$ cat config.mk
export PLATFORM = sky130hd
export DESIGN_NAME = rsa256_avalon_wrapper_flat
export DESIGN_NICKNAME = d
export VERILOG_FILES = /design/src/rtl/rsa256_avalon_wrapper_if.sv /design/src/rtl/rsa256_avalon_wrapper.sv /design/src/flat_wrapper.sv
export SDC_FILE = /design/constraint.sdc
export NUM_CORES = 1
export LEC_CHECK = 0
export ABC_AREA = 1
export CAP_MARGIN = 20
export CORE_AREA = 2 2 433 435
export CTS_CLUSTER_DIAMETER = 120
export DETAILED_ROUTE_END_ITERATION = 10
export DIE_AREA = 0 0 435 437
export PLACE_DENSITY = 0.54
export SLEW_MARGIN = 20
export SYNTH_ARGS = -nofsm -noshare
export SYNTH_HDL_FRONTEND = slang
export SYNTH_SLANG_ARGS = --single-unit
$ cat constraint.sdc
create_clock -name i_clk -period 1.6 [get_ports i_clk]
set_clock_uncertainty 0.2 [all_clocks]
set_input_delay 0.32 -clock i_clk [delete_from_list [all_inputs] [get_ports i_clk]]
set_output_delay 0.32 -clock i_clk [all_outputs]
set_load 0.01 [all_outputs]
$ cat src/rtl/rsa256_avalon_wrapper_if.sv
// Avalon-MM bundle between the RSA-256 byte-stream front end
// and the RS-232 UART slave.
interface rsa256_avalon_wrapper_if;
    logic [4:0]  avm_address;
    logic        avm_read;
    logic [31:0] avm_readdata;
    logic        avm_write;
    logic [31:0] avm_writedata;
    logic        avm_waitrequest;

    modport master (
        output avm_address,
        output avm_read,
        output avm_write,
        output avm_writedata,
        input  avm_readdata,
        input  avm_waitrequest
    );

    modport slave (
        input  avm_address,
        input  avm_read,
        input  avm_write,
        input  avm_writedata,
        output avm_readdata,
        output avm_waitrequest
    );
endinterface

$ cat src/rtl/rsa256_avalon_wrapper.sv
// RSA-256 front end: polls the UART over Avalon-MM, assembles N, d and
// ciphertexts, starts the core and streams the low 31 result bytes back.
module rsa256_avalon_wrapper #(
    parameter logic [4:0] RX_BASE     = 5'd0,
    parameter logic [4:0] TX_BASE     = 5'd4,
    parameter logic [4:0] STATUS_BASE = 5'd8
) (
    input  logic                    i_clk,
    input  logic                    i_rst_n,
    rsa256_avalon_wrapper_if.master avm,
    output logic                    o_core_start,
    output logic [255:0]            o_core_a,
    output logic [255:0]            o_core_d,
    output logic [255:0]            o_core_n,
    input  logic [255:0]            i_core_result,
    input  logic                    i_core_finished
);

    typedef enum logic [1:0] {
        S_GET_KEY,
        S_GET_DATA,
        S_WAIT_CALC,
        S_SEND_DATA
    } state_t;

    state_t         state_q;
    logic           data_ph_q;
    logic           rd_q;
    logic           wr_q;
    logic [4:0]     addr_q;
    logic [7:0]     wdata_q;
    logic           start_q;
    logic [255:0]   n_q;
    logic [255:0]   d_q;
    logic [255:0]   a_q;
    logic [247:0]   out_q;
    logic [6:0]     cnt_q;

    logic           xfer_done;
    logic           rx_mode;
    logic           tx_mode;
    logic           stat_ok;
    logic [7:0]     rx_byte;
    logic [6:0]     cnt_d;
    logic           unused_bits;

    assign xfer_done = (rd_q | wr_q) & ~avm.avm_waitrequest;
    assign rx_mode   = (state_q == S_GET_KEY) || (state_q == S_GET_DATA);
    assign tx_mode   = (state_q == S_SEND_DATA);
    assign rx_byte   = avm.avm_readdata[7:0];
    assign stat_ok   = rx_mode ? avm.avm_readdata[7] : avm.avm_readdata[6];
    assign cnt_d     = cnt_q + 7'd1;

    // The top result byte is never transmitted and only the low UART byte carries data.
    assign unused_bits = ^{i_core_result[255:248], avm.avm_readdata[31:8]};

    always_ff @(posedge i_clk or negedge i_rst_n) begin
        if (!i_rst_n) begin
            state_q   <= S_GET_KEY;
            data_ph_q <= 1'b0;
            rd_q      <= 1'b0;
            wr_q      <= 1'b0;
            addr_q    <= STATUS_BASE;
            wdata_q   <= 8'h00;
            start_q   <= 1'b0;
            n_q       <= '0;
            d_q       <= '0;
            a_q       <= '0;
            out_q     <= '0;
            cnt_q     <= '0;
        end else begin
            start_q <= 1'b0;
            if (rd_q || wr_q) begin
                if (xfer_done) begin
                    rd_q <= 1'b0;
                    wr_q <= 1'b0;
                    if (!data_ph_q) begin
                        data_ph_q <= stat_ok;
                    end else begin
                        data_ph_q <= 1'b0;
                        cnt_q     <= cnt_d;
                        unique case (state_q)
                            S_GET_KEY: begin
                                if (!cnt_q[5]) n_q <= {n_q[247:0], rx_byte};
                                else           d_q <= {d_q[247:0], rx_byte};
                                if (cnt_q == 7'd63) begin
                                    state_q <= S_GET_DATA;
                                    cnt_q   <= '0;
                                end
                            end
                            S_GET_DATA: begin
                                a_q <= {a_q[247:0], rx_byte};
                                if (cnt_q == 7'd31) begin
                                    state_q <= S_WAIT_CALC;
                                    cnt_q   <= '0;
                                    start_q <= 1'b1;
                                end
                            end
                            S_SEND_DATA: begin
                                out_q <= {out_q[239:0], 8'h00};
                                if (cnt_q == 7'd30) begin
                                    state_q <= S_GET_DATA;
                                    cnt_q   <= '0;
                                end
                            end
                            default: ;
                        endcase
                    end
                end
            end else if (rx_mode || tx_mode) begin
                // Idle gap cycle: issue the next status poll or data transfer.
                if (!data_ph_q) begin
                    rd_q   <= 1'b1;
                    addr_q <= STATUS_BASE;
                end else if (rx_mode) begin
                    rd_q   <= 1'b1;
                    addr_q <= RX_BASE;
                end else begin
                    wr_q    <= 1'b1;
                    addr_q  <= TX_BASE;
                    wdata_q <= out_q[247:240];
                end
            end else if (i_core_finished && !start_q) begin
                out_q   <= i_core_result[247:0];
                state_q <= S_SEND_DATA;
            end
        end
    end

    assign avm.avm_address   = addr_q;
    assign avm.avm_read      = rd_q;
    assign avm.avm_write     = wr_q;
    assign avm.avm_writedata = {24'h000000, wdata_q};
    assign o_core_start      = start_q;
    assign o_core_a          = a_q;
    assign o_core_d          = d_q;
    assign o_core_n          = n_q;

endmodule
$ cat src/flat_wrapper.sv
// flat-port wrapper written by rule: the top's interface ports become plain ports
module rsa256_avalon_wrapper_flat 
#(
    parameter logic [4:0] RX_BASE     = 5'd0,
    parameter logic [4:0] TX_BASE     = 5'd4,
    parameter logic [4:0] STATUS_BASE = 5'd8
)
  (i_clk, i_rst_n, o_core_start, o_core_a, o_core_d, o_core_n, i_core_result, i_core_finished, avm_avm_address, avm_avm_read, avm_avm_write, avm_avm_writedata, avm_avm_readdata, avm_avm_waitrequest);
  rsa256_avalon_wrapper_if avm_i ();
  input  logic i_clk;
  input  logic i_rst_n;
  output logic o_core_start;
  output logic [255:0] o_core_a;
  output logic [255:0] o_core_d;
  output logic [255:0] o_core_n;
  input  logic [255:0] i_core_result;
  input  logic i_core_finished;
  output wire logic [$bits(avm_i.avm_address)-1:0] avm_avm_address;
  output wire logic [$bits(avm_i.avm_read)-1:0] avm_avm_read;
  output wire logic [$bits(avm_i.avm_write)-1:0] avm_avm_write;
  output wire logic [$bits(avm_i.avm_writedata)-1:0] avm_avm_writedata;
  input wire logic [$bits(avm_i.avm_readdata)-1:0] avm_avm_readdata;
  input wire logic [$bits(avm_i.avm_waitrequest)-1:0] avm_avm_waitrequest;
  assign avm_avm_address = avm_i.avm_address;
  assign avm_avm_read = avm_i.avm_read;
  assign avm_avm_write = avm_i.avm_write;
  assign avm_avm_writedata = avm_i.avm_writedata;
  assign avm_i.avm_readdata = avm_avm_readdata;
  assign avm_i.avm_waitrequest = avm_avm_waitrequest;
  rsa256_avalon_wrapper #(.RX_BASE(RX_BASE), .TX_BASE(TX_BASE), .STATUS_BASE(STATUS_BASE)) u_core (.i_clk(i_clk), .i_rst_n(i_rst_n), .avm(avm_i), .o_core_start(o_core_start), .o_core_a(o_core_a), .o_core_d(o_core_d), .o_core_n(o_core_n), .i_core_result(i_core_result), .i_core_finished(i_core_finished));
endmodule
==> results.ini <==
[power_and_ir_drop]
power.total_mw=140
powerDensity_mw_per_mm2=2020
peakVddDrop_mv=1.21
leakagePower_nw=35.8

[drt]
drt-total-wl_mm=184
vias_per_cell=4.34
dr.pass1.iters=5
drc_errors=0
wl_per_cell_um=20.0
num_vias=39900
drt.antenna.violating_nets=0
drtIter0Drc=2601

[clocking]
cts.path.max_buffers=3
cts_buffers=120
clk_latency_ns=0.80
clkTransAtPathRegs_ns=0.06
cts_sinks=1039
htreeDepth=3
cts_root_buf=clkbuf_16
cts_tree=done

[synth]
synth.avg_cell_area_sq_um=8.84
ys_ff_latch=1039
ys_types=27
netlist_area_sq_mm=0.0423
syn_inst=4779
yosysWarnings=0
ys_seq_area_share_pct=61.5

[critical_path]
cp_max_fo=12
ff2ff_path_depth=10
required_ns=2.09
reg2reg_to=u_core.out_q[200]$_DFFE_PN0P_
crit_path_end_kind=register
cp-start-kind=register
crit_type=register to register
r2r_start=u_core.avm.avm_read$_DFFE_PN0P_
cp.arrival_ns=2.52
rrSetupSlack_ns=-0.43

[placed_design]
place_congestion=0.879
place_hpwl_mm=129
numPortBuffers=1040
place_area_sq_mm=0.0584

[sta]
rsz0062_at_grt=true
setup_viol=2300
hold_viol_final=0
fin_crit_sh_pct=127
drv_slew=0
slew_headroom_pct=64.6
fin_ws_ns=-0.427
worst_pin_slew_ns=0.532
max_freq_ghz=0.493
post-route-min-period_ns=2.03

[run]
drv_cap=0

[global_routing]
grt_pass1_vias=38700
antenna_found_initial=4
grt_max_degree=90
grt_pass1_wl_mm=253
grt_use_total_pct=17.6
overflow=0

[min_path]
hold_path_end=u_core.out_q[59]$_DFFE_PN0P_
hold_depth=5
min_from=i_core_result[59]
hold_path_class=primary input to register

[die]
core_area_sq_mm=0.185
die_x_um=435
rows=158
start_util_pct=22.8
die_h_um=437
num_io_pins=1100
die_area_sq_mm=0.190

[finish]
regArea_sq_mm=0.0260
postLayoutCellArea_sq_mm=0.0692
fillers=18600
area_growth_syn_to_layout_pct=63.8
nets=6917
drive_above_1_share_pct=33.2
multi_input_comb_area_sq_mm=0.0141

[status]
violations=negative setup slack
status=finished with violations

[synthesized netlist by cell type]
cell type	count	area share, %
a21oi_1	485	5.7
buf_1	4	0.036
buf_2	241	2.9
buf_4	36	0.64
buf_6	8	0.21
clkbuf_1	43	0.38
conb_1	1	0.0089
dfrtp_1	1038	61
dfstp_2	1	0.062
ha_1	6	0.18
inv_1	521	4.6
inv_2	3	0.027
nand2_1	1091	9.7
nand2_2	1	0.015
nand2_4	1	0.027
nand3_1	254	3.0
nand3_2	1	0.024
nand3_4	2	0.083
nor2_1	495	4.4
nor2_2	1	0.015
nor3_1	2	0.024
o2111ai_1	1	0.021
o21ai_0	324	3.8
o21ai_1	213	2.5
o22ai_1	1	0.015
or2_2	1	0.015
xor2_1	4	0.083
[layer usage]
metal | up-vias | track usage, % | wire [um]
li1 | 18800 | - | -
met1 | 19600 | 20.7 | 72000
met2 | 1194 | 30.9 | 93000
met3 | 348 | 3.27 | 9510
met4 | 0 | 8.51 | 9660
met5 | - | 0 | 0
[kinds of logic after synthesis]
| logic type | after synthesis | share of synthesized area [%] |
|---|---|---|
| AO/OA/AOI/OAI | 1024 | 12.1 |
| flip-flops | 1039 | 61.5 |
| AND/OR/NAND/NOR | 1849 | 17.3 |
| XOR/XNOR | 4 | 0.0829 |
| buffers and inverters | 856 | 8.78 |
| adder cells (fa/ha/maj) | 6 | 0.178 |
| other | 1 | 0.00887 |
[state kept, by name, indices dropped and copies added, names as in the netlist]
signal and flops:
u_core.avm.avm_read 1, u_core.o_core_a 256, u_core.out_q 248, u_core.wdata_q 8, u_core.data_ph_q 1, u_core.avm.avm_address 2, u_core.avm.avm_write 1, u_core.state_q 2
u_core.o_core_start 1, u_core.o_core_d 256, u_core.cnt_q 7, u_core.o_core_n 256
[worst max-delay path: stages (launching register included)]
cell     delay, ns
dfrtp_2       0.41
buf_6         0.13
nor2_4        0.16
buf_12        0.15
buf_16        0.17
buf_6         0.14
buf_8         0.13
nand2_1       0.08
o21ai_1       0.11
nor2_1        0.08
a21oi_1       0.16
[per-stage QoR]
stage	hold slack (ns)	TNS [ns]	cells	utilization, %	setup slack [ns]
finish	0.0670	-504.95	9201	37.4	-0.427
global route	0.0469	-655.92	9200	37.4	-0.501
CTS	0.00195	-598.86	9099	35.5	-0.484
detailed placement	0.144	-708.61	8389	31.6	-1.04
global placement	0.147	-711.07	8389	31.6	-1.04
floorplan	-0.176	-71.22	4805	-	-0.0932
[layout make-up]
class,count,share of cell area [%]
repair buffers,2022,28.7
clock inverters,41,0.817
inverters,524,2.85
well taps,2480,4.48
flip-flops and latches,1039,37.6
multi-input cells,2912,20.4
clock buffers,178,5.10
diodes,5,0.0181
[where the power goes]
group	total [mW]	switching, mW	internal, mW	leakage (nW)
Combinational	69.1	36.9	32.2	21.2
Sequential	42.2	6.08	36.2	12.5
Clock	28.4	12.0	16.5	2.01
Total	140	55.0	84.8	35.8
[placed cells by master, fill, tap and decap left out, drive strengths merged]
cell              n
bufinv            7
buf            1651
nand3           257
clkbuf          221
clkdlybuf4s50   258
o22ai             1
xor2              4
dlygate4sd3      69
nand2          1095
nor3              2
dfrtp          1038
o21ai           537
bufbuf            1
or2               1
clkinvlp          3
dfstp             1
conb             27
nor2            496
inv             531
clkinv           24
a21oi           485
o2111ai           1
ha                6
diode             5
[worst max-delay path by stage]
stage               cells past startpoint  slack, ns                              from                            end
detailed placement                      9      -1.04                   i_core_finished  u_core.out_q[173]$_DFFE_PN0P_
finish                                 10      -0.43   u_core.avm.avm_read$_DFFE_PN0P_  u_core.out_q[200]$_DFFE_PN0P_
global route                           10      -0.50   u_core.avm.avm_read$_DFFE_PN0P_  u_core.out_q[200]$_DFFE_PN0P_
CTS                                     2      -0.48   u_core.o_core_d[65]$_DFFE_PN0P_                   o_core_d[65]
floorplan                              10      -0.09  u_core.avm.avm_write$_DFFE_PN0P_  u_core.out_q[243]$_DFFE_PN0P_
global placement                        9      -1.04                   i_core_finished  u_core.out_q[152]$_DFFE_PN0P_
[what timing repair did]
item                       4_1_cts  5_1_grt
cloned                           4       72
hold buffers                    69        0
hold endpoints to repair      1111        0
pin swaps                       20       41
gates resized for setup       3933      529
setup endpoints to repair     1819     2298
buffers inserted               419       30
No activity file was read; power rests on OpenSTA's default activity.
